File: src/rtl/seq_detector_prog.sv
`default_nettype none
// ============================================================================
// Module      : seq_detector_prog
// Description : Runtime-programmable serial bit-pattern detector with
//               overlap control, valid qualifier and saturating match count.
// Revision    : 1.0 - initial release
// ============================================================================
module seq_detector_prog #(
    parameter int MAX_LEN = 8,
    parameter int CNT_W   = 8
) (
    input  logic                         clk,
    input  logic                         resetn,
    input  logic                         din_valid,
    input  logic                         din,
    input  logic                         cfg_load,
    input  logic [MAX_LEN-1:0]           cfg_pattern,
    input  logic [$clog2(MAX_LEN+1)-1:0] cfg_len,
    input  logic                         cfg_overlap,
    input  logic                         cnt_clear,
    output logic                         dout,
    output logic [CNT_W-1:0]             match_count,
    output logic                         armed
);

    localparam int LEN_W = $clog2(MAX_LEN+1);
    localparam logic [LEN_W-1:0] c_max_len = LEN_W'(MAX_LEN);
    localparam logic [CNT_W-1:0] c_cnt_max = {CNT_W{1'b1}};

    logic [MAX_LEN-1:0] r_pat;
    logic [LEN_W-1:0]   r_len;
    logic               r_ovl;
    logic [MAX_LEN-1:0] r_hist;
    logic [LEN_W-1:0]   r_fill;
    logic               r_dout;
    logic [CNT_W-1:0]   r_cnt;

    logic               w_enabled;
    logic [MAX_LEN-1:0] w_cand;
    logic [MAX_LEN-1:0] w_mask;
    logic [LEN_W-1:0]   w_fill_n;
    logic               w_hit;
    logic               w_count_hit;
    logic [CNT_W-1:0]   w_cnt_next;
    logic               w_unused_hist_msb;

    // The oldest history bit only ever shifts out; it never takes part in a compare.
    assign w_unused_hist_msb = r_hist[MAX_LEN-1];

    assign w_enabled = (r_len != '0) && (r_len <= c_max_len);
    assign w_cand    = {r_hist[MAX_LEN-2:0], din};
    assign w_fill_n  = (r_fill == c_max_len) ? r_fill : r_fill + LEN_W'(1);

    always_comb begin
        w_mask = '0;
        for (int i = 0; i < MAX_LEN; i++) begin
            w_mask[i] = (i < int'(r_len));
        end
    end

    assign w_hit       = w_enabled && (w_fill_n >= r_len) &&
                         (((w_cand ^ r_pat) & w_mask) == '0);
    assign w_count_hit = din_valid && !cfg_load && w_hit;

    // Clear takes effect first so a coincident hit leaves the count at one.
    always_comb begin
        w_cnt_next = cnt_clear ? '0 : r_cnt;
        if (w_count_hit && (w_cnt_next != c_cnt_max)) begin
            w_cnt_next = w_cnt_next + CNT_W'(1);
        end
    end

    always_ff @(posedge clk) begin
        if (!resetn) begin
            r_pat  <= '0;
            r_len  <= '0;
            r_ovl  <= 1'b0;
            r_hist <= '0;
            r_fill <= '0;
            r_dout <= 1'b0;
            r_cnt  <= '0;
        end else begin
            r_cnt <= w_cnt_next;
            if (cfg_load) begin
                r_pat  <= cfg_pattern;
                r_len  <= cfg_len;
                r_ovl  <= cfg_overlap;
                r_hist <= '0;
                r_fill <= '0;
                r_dout <= 1'b0;
            end else if (din_valid) begin
                r_hist <= w_cand;
                r_dout <= w_hit;
                r_fill <= (w_hit && !r_ovl) ? '0 : w_fill_n;
            end else begin
                r_dout <= 1'b0;
            end
        end
    end

    assign dout        = r_dout;
    assign match_count = r_cnt;
    assign armed       = w_enabled && (r_fill >= r_len);

endmodule
`default_nettype wire

File: config.mk
export PLATFORM = sky130hd
export DESIGN_NAME = seq_detector_prog
export DESIGN_NICKNAME = d
export VERILOG_FILES = /design/src/rtl/seq_detector_prog.sv
export SDC_FILE = /design/constraint.sdc
export NUM_CORES = 1
export LEC_CHECK = 0
export CORE_MARGIN = 1.5
export CORE_UTILIZATION = 53
export CTS_CLUSTER_DIAMETER = 150
export DETAILED_ROUTE_END_ITERATION = 16
export PLACE_DENSITY = 0.9
export SETUP_SLACK_MARGIN = 0.15
export SLEW_MARGIN = 20
export SYNTH_ARGS = -nofsm -noshare
export SYNTH_HDL_FRONTEND = slang
export SYNTH_SLANG_ARGS = --single-unit
File: constraint.sdc
create_clock -name clk -period 3.7 [get_ports clk]
set_input_delay 0.555 -clock clk [delete_from_list [all_inputs] [get_ports clk]]
set_output_delay 0.555 -clock clk [all_outputs]
set_load 0.03 [all_outputs]
==> summary.md, run 1 <==
| Metric | Value |
|---|---|
| Longest Clk Path Bufs | `2` |
| Final cell utilization of the core | `68.60%` |
| Maxcap violations | `0` |
| Buf/Inv on CP | `1` |
| Final count of hold timing violations | `0` |
| Global-route wire length before repair | `6.072 mm` |
| Type of the worst min-delay path | `reg2reg` |
| Routed Antenna Nets | `0` |
| Largest fanout on the critical path | `8` |
| Static leakage | `0.8076 nW` |
| Sequential standard cell area | `660.6 µm²` |
| Status | `complete, no violations` |
| Deepest level of the CTS H-tree | `2` |
| Overall Global Routing Usage | `22.11%` |
| Antenna fix cells | `0` |
| Clock sink count | `33` |
| Via density | `5.573` |
| Worst-path cell with the longest stage delay | `clkdlybuf4s50_1` |
| Initial Utilization | `57.52%` |
| Startpoint kind of the worst setup timing path | `flop` |
| Boundary pin count | `29` |
| Area Overhead vs Synth | `19.26%` |
| Number of gates resized after CTS | `0` |
| Number of synthesized register bits | `33` |
| Power per cell area | `312.2 nW/µm²` |
| Worst-margin pin slew | `0.6625 ns` |
| Cell mode on critical path | `a21o_1` |
| Post-Syn Instances | `201` |
| Layout fillers | `263` |
| CTS tree | `built` |
| Worst-case clock skew | `0.009885 ns` |
| Non-Filler Cell Area, Final | `2146 µm²` |
| Dominant delay contributor by cell family on the critical path | `buffers and inverters` |
| Critical path required time | `3.14 ns` |
| Weighted congestion reported at the end of routability-driven placement | `0.9592` |
| Placeable core region | `3128 µm²` |
| Antenna violations before repair | `0` |
| Post-synth top flop | `dfxtp_1` |
| Post-detailed-placement cell area | `2097 µm²` |
| Detailed placement HPWL | `2.801 mm` |
| Final nets | `259` |
| Post-CTS setup buffer count | `0` |
| Port buffer count | `28` |
| Tightest slew margin relative to the limit | `55.70%` |
| Endpoint type of the worst setup path | `primary output` |
| Detailed-route wire length | `3.726 mm` |
| Post-synthesis cell area | `1799 µm²` |
| Proportion of layout cells with a drive suffix above 1 | `4.783%` |
| Count of vias placed by the detailed router | `1527` |
| Overflow after GRT | `0` |
| Die X | `61.27 µm` |
| Initial DRT Pass Iterations | `4` |
| Die Footprint | `3753 µm²` |
| First DRT Iteration DRCs | `114` |
| Setup repair after global routing missed its margin | `false` |
| Die outline height | `61.27 µm` |
| Achievable clock frequency | `0.3398 GHz` |
| Min cycle time layout | `2.943 ns` |
| CTS clk-pin slew, worst paths | `0.10 ns` |
| Async set-reset flop share out of synthesis | `0%` |
| Inserted Clock Buffers | `5` |
| Longest individual stage delay on the worst path | `0.59 ns` |
| Number of standard-cell rows in the floorplan | `20` |
| Final setup violating endpoints | `0` |
| Mean post-synth cell area | `8.951 µm²` |
| Hold Buf Count CTS | `0` |
| Number of global-route vias before repair | `1381` |
| Clock tree root driver cell | `clkbuf_4` |
| Number of pins exceeding their max-slew limit in the final report | `0` |
| Number of nets produced by synthesis | `231` |
| WS Path Type | `reg2out` |
| Maximum number of pins on one net before global-route repair | `18` |
| Worst skew pair latency | `0.33 ns` |
| Share of synthesized area occupied by flip-flops and latches | `36.72%` |
| Peak supply drop | `0.0001894 V` |
| Total area of multi-input combinational cells | `1052 µm²` |
| Count of flip-flops with a built-in enable after synthesis | `0` |
| Warning count from the yosys run | `0` |
| Count of unique library cells instantiated by Yosys | `43` |
| Final period utilization | `79.53%` |
| Average detailed-routed wire length per instance | `13.60 µm` |
| Arrival time at the worst endpoint | `2.39 ns` |
| Cell chain of the critical path | `ha_1 > nand2b_1 > a21o_1 > a21o_1 > a21oi_1 > nor2_1 > clkdlybuf4s50_1` |
| Total negative setup slack | `0 ns` |
| DRC violations left | `0` |
## power breakdown
part,internal [mW],switching [mW]
Clock,0.0757,0.110
Sequential,0.365,0.0123
Combinational,0.0540,0.0530
## per-stage QoR
step                      hold WS [ns]  total power [mW]  std cells  setup WS, ns
after floorplan                 0.4804            0.4544        201         1.149
after global placement          0.4740            0.4892        266        0.9731
after detailed placement        0.4854            0.4922        266        0.8676
after CTS                       0.4976            0.6773        274        0.7452
after global routing            0.5485            0.7072        274        0.5635
final                           0.4974            0.6699        274        0.7572
## worst register-to-register path: stages (launching register included)
cell,delay (ns)
dfxtp_1,0.37
inv_1,0.10
ha_1,0.21
nand2_1,0.08
nor2_1,0.06
xnor2_1,0.16
ha_1,0.28
nand2b_1,0.09
a2111oi_0,0.10
a2111oi_2,0.43
o21ai_2,0.25
or4_1,0.54
a21oi_1,0.15
## cell families (layout without fill, tap and decap cells)
| kind of cell | count (synthesis) | in the layout | synth area share [%] |
|---|---|---|---|
| flip-flops | 33 | 33 | 36.72 |
| buffers and inverters | 19 | 48 | 4.798 |
| multiplexers | 21 | 21 | 11.68 |
| AO/OA/AOI/OAI | 39 | 39 | 15.09 |
| AND/OR/NAND/NOR | 67 | 67 | 18.29 |
| XOR/XNOR | 11 | 11 | 5.772 |
| adder cells (fa/ha/maj) | 11 | 11 | 7.649 |
## layer usage
layer / GRT usage [%] / part of all wire (%) / vias to the layer above
li1: - / - / 771
met1: 29.47 / 47 / 703
met2: 34.80 / 47 / 45
met3: 5.462 / 4.0 / 8
met4: 8.075 / 1.4 / 0
met5: 0 / 0 / -
## registers in the layout, summed over array words and instances (netlist names)
signal	flops
match_count	8
r_pat	8
r_hist	7
r_fill	4
r_len	4
dout	1
r_ovl	1
## area by class of cell
| type | instances | area share (%) |
|---|---|---|
| clock buffers | 8 | 2.274 |
| repair buffers | 29 | 13.41 |
| inverters | 11 | 1.924 |
| flip-flops and latches | 33 | 30.79 |
| well taps | 44 | 2.566 |
| multi-input cells | 149 | 49.04 |
## worst paths after layout
path	start	endpoint	slack [ns]	cells after the start
min	match_count[5]$_SDFF_PN0_	match_count[5]$_SDFF_PN0_	0.50	2
min reg2reg	match_count[5]$_SDFF_PN0_	match_count[5]$_SDFF_PN0_	0.50	2
max reg2reg	r_fill[0]$_SDFFE_PP0P_	match_count[0]$_SDFF_PN0_	0.80	12
max	r_len[0]$_SDFFE_PN0P_	armed	0.76	7
## synthesized netlist by cell type (4+ instances only)
cell	count	area (µm²)
ha_1	11	137.6
nand3_1	4	20.02
dfxtp_1	33	660.6
nor2_1	27	101.4
or3_1	4	25.02
clkbuf_1	5	18.77
a21oi_1	9	45.04
o211ai_1	4	30.03
inv_1	10	37.54
nor2b_1	4	25.02
mux2i_1	21	210.2
nand2b_1	4	25.02
o21ai_0	6	30.03
xnor2_1	9	78.83
nand2_1	12	45.04
## layout by cell type (no fill, tap or decap), drive strengths merged, types with 7 or more instances in the layout
cell type      Yosys  final
ha                11     11
nand2             12     12
clkbuf             5      8
clkdlybuf4s50      0     28
dfxtp             33     33
xnor2             10     10
inv               10     10
mux2i             21     21
nor2              27     27
a21oi              9      9
o21ai              7      7
Power figures use the tool's default switching activity.
==> inputs of run 2 (changes only) <==
==> constraint.sdc (replaced) <==
create_clock -name clk -period 2.8 [get_ports clk]
set_input_delay 0.42 -clock clk [delete_from_list [all_inputs] [get_ports clk]]
set_output_delay 0.42 -clock clk [all_outputs]
set_load 0.03 [all_outputs]
==> summary.md, run 2 (synthesized netlist as in run 1, its figures left out) <==
| Metric | Value |
|---|---|
| Final nets | `269 (+3.9%)` |
| Longest Clk Path Bufs | `2 (unchanged)` |
| Hold Buf Count CTS | `0 (unchanged)` |
| Global-route wire length before repair | `6.665 mm (+9.8%)` |
| Weighted congestion reported at the end of routability-driven placement | `0.8396 (-12%)` |
| Overall Global Routing Usage | `24.80% (+2.7 points)` |
| Most common library cell in the layout ignoring fill and taps | `dfxtp_1` |
| Detailed placement HPWL | `2.944 mm (+5.1%)` |
| Peak supply drop | `0.0003465 V (+83%)` |
| Clock tree root driver cell | `clkbuf_4` |
| Worst skew pair latency | `0.36 ns (+0.03 ns)` |
| Commonest non-fill, non-tap cells in the layout | `dfxtp_1, clkdlybuf4s50_1, nor2_1, mux2i_1, nand2_1` |
| Setup ws final | `0.1480 ns (-0.6092 ns)` |
| Min cycle time layout | `2.652 ns` |
| Initial DRT Pass Iterations | `4 (unchanged)` |
| Layout fillers | `222 (-16%)` |
| Worst reg2reg path depth | `13 (+1)` |
| Setup repair after global routing missed its margin | `true` |
| Final cell utilization of the core | `76.20% (+7.6 points)` |
| Antenna violations before repair | `0 (unchanged)` |
| Largest fanout on the critical path | `7 (-1)` |
| Die outline height | `61.27 µm (unchanged)` |
| Number of global-route vias before repair | `1505 (+9.0%)` |
| Count of vias placed by the detailed router | `1629 (+6.7%)` |
| Detailed-route wire length | `4.552 mm (+22%)` |
| Clock sink count | `33 (unchanged)` |
| Total area of multi-input combinational cells | `1187 µm² (+13%)` |
| Startpoint of the worst-slack reg-to-reg timing path | `r_fill[0]$_SDFFE_PP0P_` |
| Hold Startpoint | `match_count[5]$_SDFF_PN0_` |
| Initial Utilization | `57.52% (unchanged)` |
| Worst setup path startpoint | `r_fill[0]$_SDFFE_PP0P_` |
| CTS clk-pin slew, worst paths | `0.10 ns (about the same)` |
| CTS tree | `built` |
| Inserted Clock Buffers | `5 (unchanged)` |
| Critical path required time | `3.04 ns (-0.10 ns)` |
| Final setup violating endpoints | `0 (unchanged)` |
| Achievable clock frequency | `0.3771 GHz` |
| Average detailed-routed wire length per instance | `16.08 µm (+18%)` |
| Antenna fix cells | `0 (unchanged)` |
| Placeable core region | `3128 µm² (unchanged)` |
| DRC violations left | `0 (unchanged)` |
| Sequential standard cell area | `668.1 µm² (+1.1%)` |
| Cell mode on critical path | `a2111oi_4` |
| Number of standard-cell rows in the floorplan | `20 (unchanged)` |
| WS Path Type | `reg2reg` |
| Number of pins exceeding their max-slew limit in the final report | `0 (unchanged)` |
| Area Overhead vs Synth | `32.48%` |
| First DRT Iteration DRCs | `134 (+18%)` |
| Final count of hold timing violations | `0 (unchanged)` |
| Deepest level of the CTS H-tree | `2 (unchanged)` |
| Cell chain of the critical path | `inv_4 > ha_4 > nand2_4 > nor2_4 > xnor2_2 > ha_1 > nand2b_4 > a2111oi_4 > a2111oi_4 > o21ai_2 > buf_4 > o31ai_2 > a21oi_2` |
| Routed Antenna Nets | `0 (unchanged)` |
| Power per cell area | `430.6 nW/µm² (+38%)` |
| Proportion of layout cells with a drive suffix above 1 | `17.99% (+13 points)` |
| Worst-path cell with the longest stage delay | `dfxtp_2` |
| Static leakage | `0.9063 nW (+12%)` |
| Cell depth of the worst min-delay path | `2 (unchanged)` |
| Worst-margin pin slew | `0.9692 ns (+0.3068 ns)` |
| Boundary pin count | `29 (unchanged)` |
| Longest individual stage delay on the worst path | `0.39 ns (-0.20 ns)` |
| Overflow after GRT | `0 (unchanged)` |
| Type of the worst min-delay path | `reg2reg` |
| Startpoint kind of the worst setup timing path | `flop` |
| Die Footprint | `3753 µm² (unchanged)` |
| Endpoint type of the worst setup path | `flop` |
| Arrival time at the worst endpoint | `2.89 ns (+0.50 ns)` |
| Final period utilization | `94.71%` |
| Worst-case clock skew | `0.007757 ns (-0.002128 ns)` |
| Via density | `5.756 (+3.3%)` |
| Die X | `61.27 µm (unchanged)` |
| Tightest slew margin relative to the limit | `34.89% (-21 points)` |
| Maxcap violations | `0 (unchanged)` |
| Port buffer count | `28 (unchanged)` |
| Status | `complete, no violations` |
| Worst slack at placement | `-0.01324 ns (-0.8809 ns)` |
| Maximum number of pins on one net before global-route repair | `18 (unchanged)` |
-- run 2: cell types whose count changed in the layout (fill, tap and decap cells not counted), moves of 2 or more --
cell       delta
a2111oi_4     +2
buf_4         +9
clkbuf_1      -3
dfxtp_1       -4
dfxtp_2       +3
ha_1          -2
inv_1         -2
inv_4         +2
-- run 2: final timing paths --
| check | end | slack [ns] |
|---|---|---|
| setup reg to reg | match_count[0]$_SDFF_PN0_ | 0.15 |
| setup / recovery | match_count[0]$_SDFF_PN0_ | 0.15 |
| hold / removal | match_count[5]$_SDFF_PN0_ | 0.51 |
| hold reg to reg | match_count[5]$_SDFF_PN0_ | 0.51 |
-- run 2: worst max-delay path: cells and delay by family (launching register included) --
| kind | cells | cell delay (ns) |
|---|---|---|
| and+or+nand+nor | 3 | 0.24 |
| buffers and inverters | 2 | 0.27 |
| AOI/OAI and AO/OA | 5 | 1.05 |
| xor gates and xnor gates | 1 | 0.15 |
| adders and majority gates | 2 | 0.44 |
| DFF | 1 | 0.39 |
-- run 2: power breakdown --
| part | switching (mW) | total, mW | internal, mW |
|---|---|---|---|
| sequential | 0.0136 | 0.496 | 0.482 |
| combinational | 0.0921 | 0.183 | 0.0906 |
| clock | 0.166 | 0.348 | 0.181 |
-- run 2: cell type report --
class	instances	share of cell area, %
repair buffers	38	14.86
multi-input cells	150	49.82
flip-flops and latches	33	28.03
inverters	11	1.942
well taps	44	2.310
clock buffers	5	1.575
clock inverters	2	1.470
-- run 2: through the flow --
stage                     hold slack, ns  TNS (ns)  instance area, µm²  total power, mW  instances
after floorplan                   0.4804         0                1799           0.6005        201
final                             0.5090         0                2384            1.026        283
after global routing              0.5348         0                2384            1.070        283
after global placement            0.4790         0                2127           0.6519        270
after detailed placement          0.4881  -0.01689                2127           0.6571        270
after CTS                         0.5011         0                2232            1.006        279
-- run 2: repair_timing --
| item | in CTS | in global routing |
|---|---|---|
| pin swaps | 1 | 13 |
| buffers inserted | 1 | 4 |
| setup endpoints to repair | 13 | 14 |
| gates cloned | 1 | 0 |
| gates resized for setup | 6 | 27 |
-- run 2: metal layers --
metal / vias to the layer above / global-route usage (%) / share of wire (%)
met2: 64 / 40.12 / 48
li1: 792 / - / -
met1: 754 / 30.18 / 43
met4: 0 / 11.80 / 3.4
met3: 19 / 7.353 / 5.7
met5: - / 0 / 0
==> inputs of run 3 (changes only) <==
--- a/config.mk
+++ b/config.mk
@@ -5,11 +5,10 @@
 export SDC_FILE = /design/constraint.sdc
 export NUM_CORES = 1
 export LEC_CHECK = 0
-export CORE_MARGIN = 1.5
-export CORE_UTILIZATION = 53
+export CORE_UTILIZATION = 45
 export CTS_CLUSTER_DIAMETER = 150
 export DETAILED_ROUTE_END_ITERATION = 16
-export PLACE_DENSITY = 0.9
+export PLACE_DENSITY = 0.8
 export SETUP_SLACK_MARGIN = 0.15
 export SLEW_MARGIN = 20
 export SYNTH_ARGS = -nofsm -noshare
==> summary.md, run 3 (synthesized netlist as in run 1, its figures left out) <==
| Metric | Value |
|---|---|
| Status | `complete, no violations` |
| Clock sink count | `33 (unchanged)` |
| Achievable clock frequency | `0.3795 GHz (+0.64%)` |
| Initial DRT Pass Iterations | `4 (unchanged)` |
| Startpoint of the worst-slack reg-to-reg timing path | `r_fill[1]$_SDFFE_PP0P_` |
| Final setup violating endpoints | `0 (unchanged)` |
| DRC violations left | `0 (unchanged)` |
| Global-route wire length before repair | `6.637 mm (-0.42%)` |
| Most common library cell in the layout ignoring fill and taps | `dfxtp_1` |
| Endpoint of the worst register-to-register path | `match_count[0]$_SDFF_PN0_` |
| Non-Filler Cell Area, Final | `2454 µm² (+2.9%)` |
| Tightest slew margin relative to the limit | `51.57% (+17 points)` |
| Setup repair after global routing missed its margin | `true` |
| Area Overhead vs Synth | `36.37%` |
| Largest fanout on the critical path | `5 (-2)` |
| Proportion of layout cells with a drive suffix above 1 | `17.84% (-0.15 points)` |
| Peak supply drop | `0.0003225 V (-6.9%)` |
| Number of global-route vias before repair | `1450 (-3.7%)` |
| Worst slack at placement | `0.02182 ns (+0.03506 ns)` |
| CTS clk-pin slew, worst paths | `0.07 ns (-0.03 ns)` |
| Maxcap violations | `0 (unchanged)` |
| Post-detailed-placement cell area | `2140 µm² (+0.59%)` |
| Final nets | `270 (+0.37%)` |
| Endpoint type of the worst setup path | `flop` |
| First DRT Iteration DRCs | `167 (+25%)` |
| Overflow after GRT | `0 (unchanged)` |
| Worst setup path startpoint | `r_fill[1]$_SDFFE_PP0P_` |
| Worst-case clock skew | `0.004652 ns (-0.003105 ns)` |
| Total negative setup slack | `0 ns (unchanged)` |
| Final period utilization | `94.11% (-0.61 points)` |
| Number of pins exceeding their max-slew limit in the final report | `0 (unchanged)` |
| Reg power frac | `42.5% (-5.8 points)` |
| Inserted Clock Buffers | `5 (unchanged)` |
| Port buffer count | `28 (unchanged)` |
| Detailed-route wire length | `4.653 mm (+2.2%)` |
| Average detailed-routed wire length per instance | `16.10 µm (about the same)` |
| Met2 routed wirelength | `2.331 mm (+5.9%)` |
| Count of vias placed by the detailed router | `1625 (-0.25%)` |
| Placed Cells | `275 (+1.9%)` |
| Die X | `65.23 µm (+6.5%)` |
| Antenna fix cells | `0 (unchanged)` |
| Highest metal layer used by the detailed router | `met4` |
| Overall Global Routing Usage | `21.12% (-3.7 points)` |
| Longest Clk Path Bufs | `2 (unchanged)` |
| Reg-to-reg setup timing slack | `0.16 ns (+0.02 ns)` |
| Worst skew pair latency | `0.30 ns (-0.06 ns)` |
| Clk network pwr share | `41.1% (+7.2 points)` |
| Number of standard-cell rows in the floorplan | `22 (+10%)` |
| Antenna violations before repair | `0 (unchanged)` |
| Power per cell area | `473.9 nW/µm² (+10%)` |
| Die Footprint | `4255 µm² (+13%)` |
| Maximum number of pins on one net before global-route repair | `18 (unchanged)` |
| Via density | `5.623 (-2.3%)` |
| Arrival time at the worst endpoint | `2.86 ns (-0.03 ns)` |
| Type of the worst min-delay path | `reg2reg` |
| Startpoint kind of the worst setup timing path | `flop` |
| Routed Antenna Nets | `0 (unchanged)` |
| CTS tree | `built` |
| Switching power share of the total | `25.50% (-1.0 points)` |
| Crit path to | `match_count[0]$_SDFF_PN0_` |
| Worst reg2reg path depth | `12 (-1)` |
| Boundary pin count | `29 (unchanged)` |
| Worst hold slack after final layout | `0.5008 ns (-0.008184 ns)` |
| Worst-margin pin slew | `0.7209 ns (-0.2483 ns)` |
| Die outline height | `65.23 µm (+6.5%)` |
| Placeable core region | `3744 µm² (+20%)` |
| Setup ws final | `0.1649 ns (+0.01694 ns)` |
| WS Path Type | `reg2reg` |
| Detailed-routing wirelength on met1 | `1.898 mm (-2.1%)` |
| Critical path required time | `3.02 ns (-0.02 ns)` |
| Clock tree root driver cell | `clkbuf_8` |
| Cell depth of the worst min-delay path | `2 (unchanged)` |
| Commonest non-fill, non-tap cells in the layout | `dfxtp_1, clkdlybuf4s50_1, nor2_1, mux2i_1, nand2_1` |
| Deepest level of the CTS H-tree | `2 (unchanged)` |
| Part of the power in combinational logic | `16.4% (-1.4 points)` |
| Initial Utilization | `48.06% (-9.5 points)` |
| Switching pwr | `0.2966 mW (+9.0%)` |
| Final count of hold timing violations | `0 (unchanged)` |
| Min cycle time layout | `2.635 ns (-0.01694 ns)` |
| Number of cells in the finished layout apart from fillers | `289 (+2.1%)` |
| Weighted congestion reported at the end of routability-driven placement | `0.8557 (+1.9%)` |
| Detailed placement HPWL | `2.895 mm (-1.6%)` |
| Cell-internal power | `0.8663 mW (+15%)` |
| Static leakage | `0.9241 nW (+2.0%)` |
| Detailed route wirelength on metal3 | `303 µm (+17%)` |
-- run 3: layout make-up --
type                            count  area [µm²]
Clock buffer                        6       82.58
Clock inverter                      2       37.54
Fill cell                         299        1290
Inverter                           11       43.79
Multi-Input combinational cell    150        1196
Sequential cell                    33       668.1
Tap cell                           48       60.06
Timing Repair Buffer               39       365.4
-- run 3: critical path, cell delays in order, from the launching register on --
cell	delay, ns
dfxtp_4	0.36
inv_2	0.07
ha_4	0.14
nand2_4	0.06
nor2_4	0.13
xnor2_2	0.09
ha_1	0.29
nand2b_4	0.13
a2111oi_4	0.07
a2111oi_4	0.36
o21ai_2	0.17
or4_1	0.56
a21oi_2	0.12
-- run 3: worst min path at each step --
stage | startpoint | endpoint | slack [ns]
6_report | match_count[5]$_SDFF_PN0_ | match_count[5]$_SDFF_PN0_ | 0.50
3_5_place_dp | match_count[5]$_SDFF_PN0_ | match_count[5]$_SDFF_PN0_ | 0.49
4_1_cts | match_count[5]$_SDFF_PN0_ | match_count[5]$_SDFF_PN0_ | 0.50
5_1_grt | match_count[5]$_SDFF_PN0_ | match_count[5]$_SDFF_PN0_ | 0.53
2_1_floorplan | r_pat[7]$_SDFFE_PN0P_ | r_pat[7]$_SDFFE_PN0P_ | 0.48
3_3_place_gp | match_count[5]$_SDFF_PN0_ | match_count[5]$_SDFF_PN0_ | 0.48
-- run 3: power by group through the flow --
stage               logic [mW]  clock network (mW)  registers, mW
floorplan               0.0969                   0          0.504
global placement         0.150                   0          0.504
detailed placement       0.153                   0          0.506
CTS                      0.167               0.481          0.495
global route             0.206               0.509          0.495
finish                   0.191               0.478          0.494
-- run 3: routing by layer --
metal / track usage, % / up-vias
met4: 8.424 / 0
met1: 24.81 / 747
met3: 7.639 / 14
met2: 34.66 / 68
met5: 0 / -
li1: - / 796
-- run 3: timing repair --
item	CTS	global route
hold buffers	0	0
buffers inserted	2	3
gates cloned	1	0
resized for setup	10	23
setup endpoints to repair	13	12
pin swaps	2	13
-- run 3: metrics by stage --
stage	utilization [%]	total power, mW
5_1_grt	65.54	1.211
3_3_place_gp	57.15	0.6547
6_report	65.54	1.163
4_1_cts	61.73	1.143
3_5_place_dp	57.15	0.6585
2_1_floorplan	-	0.6005
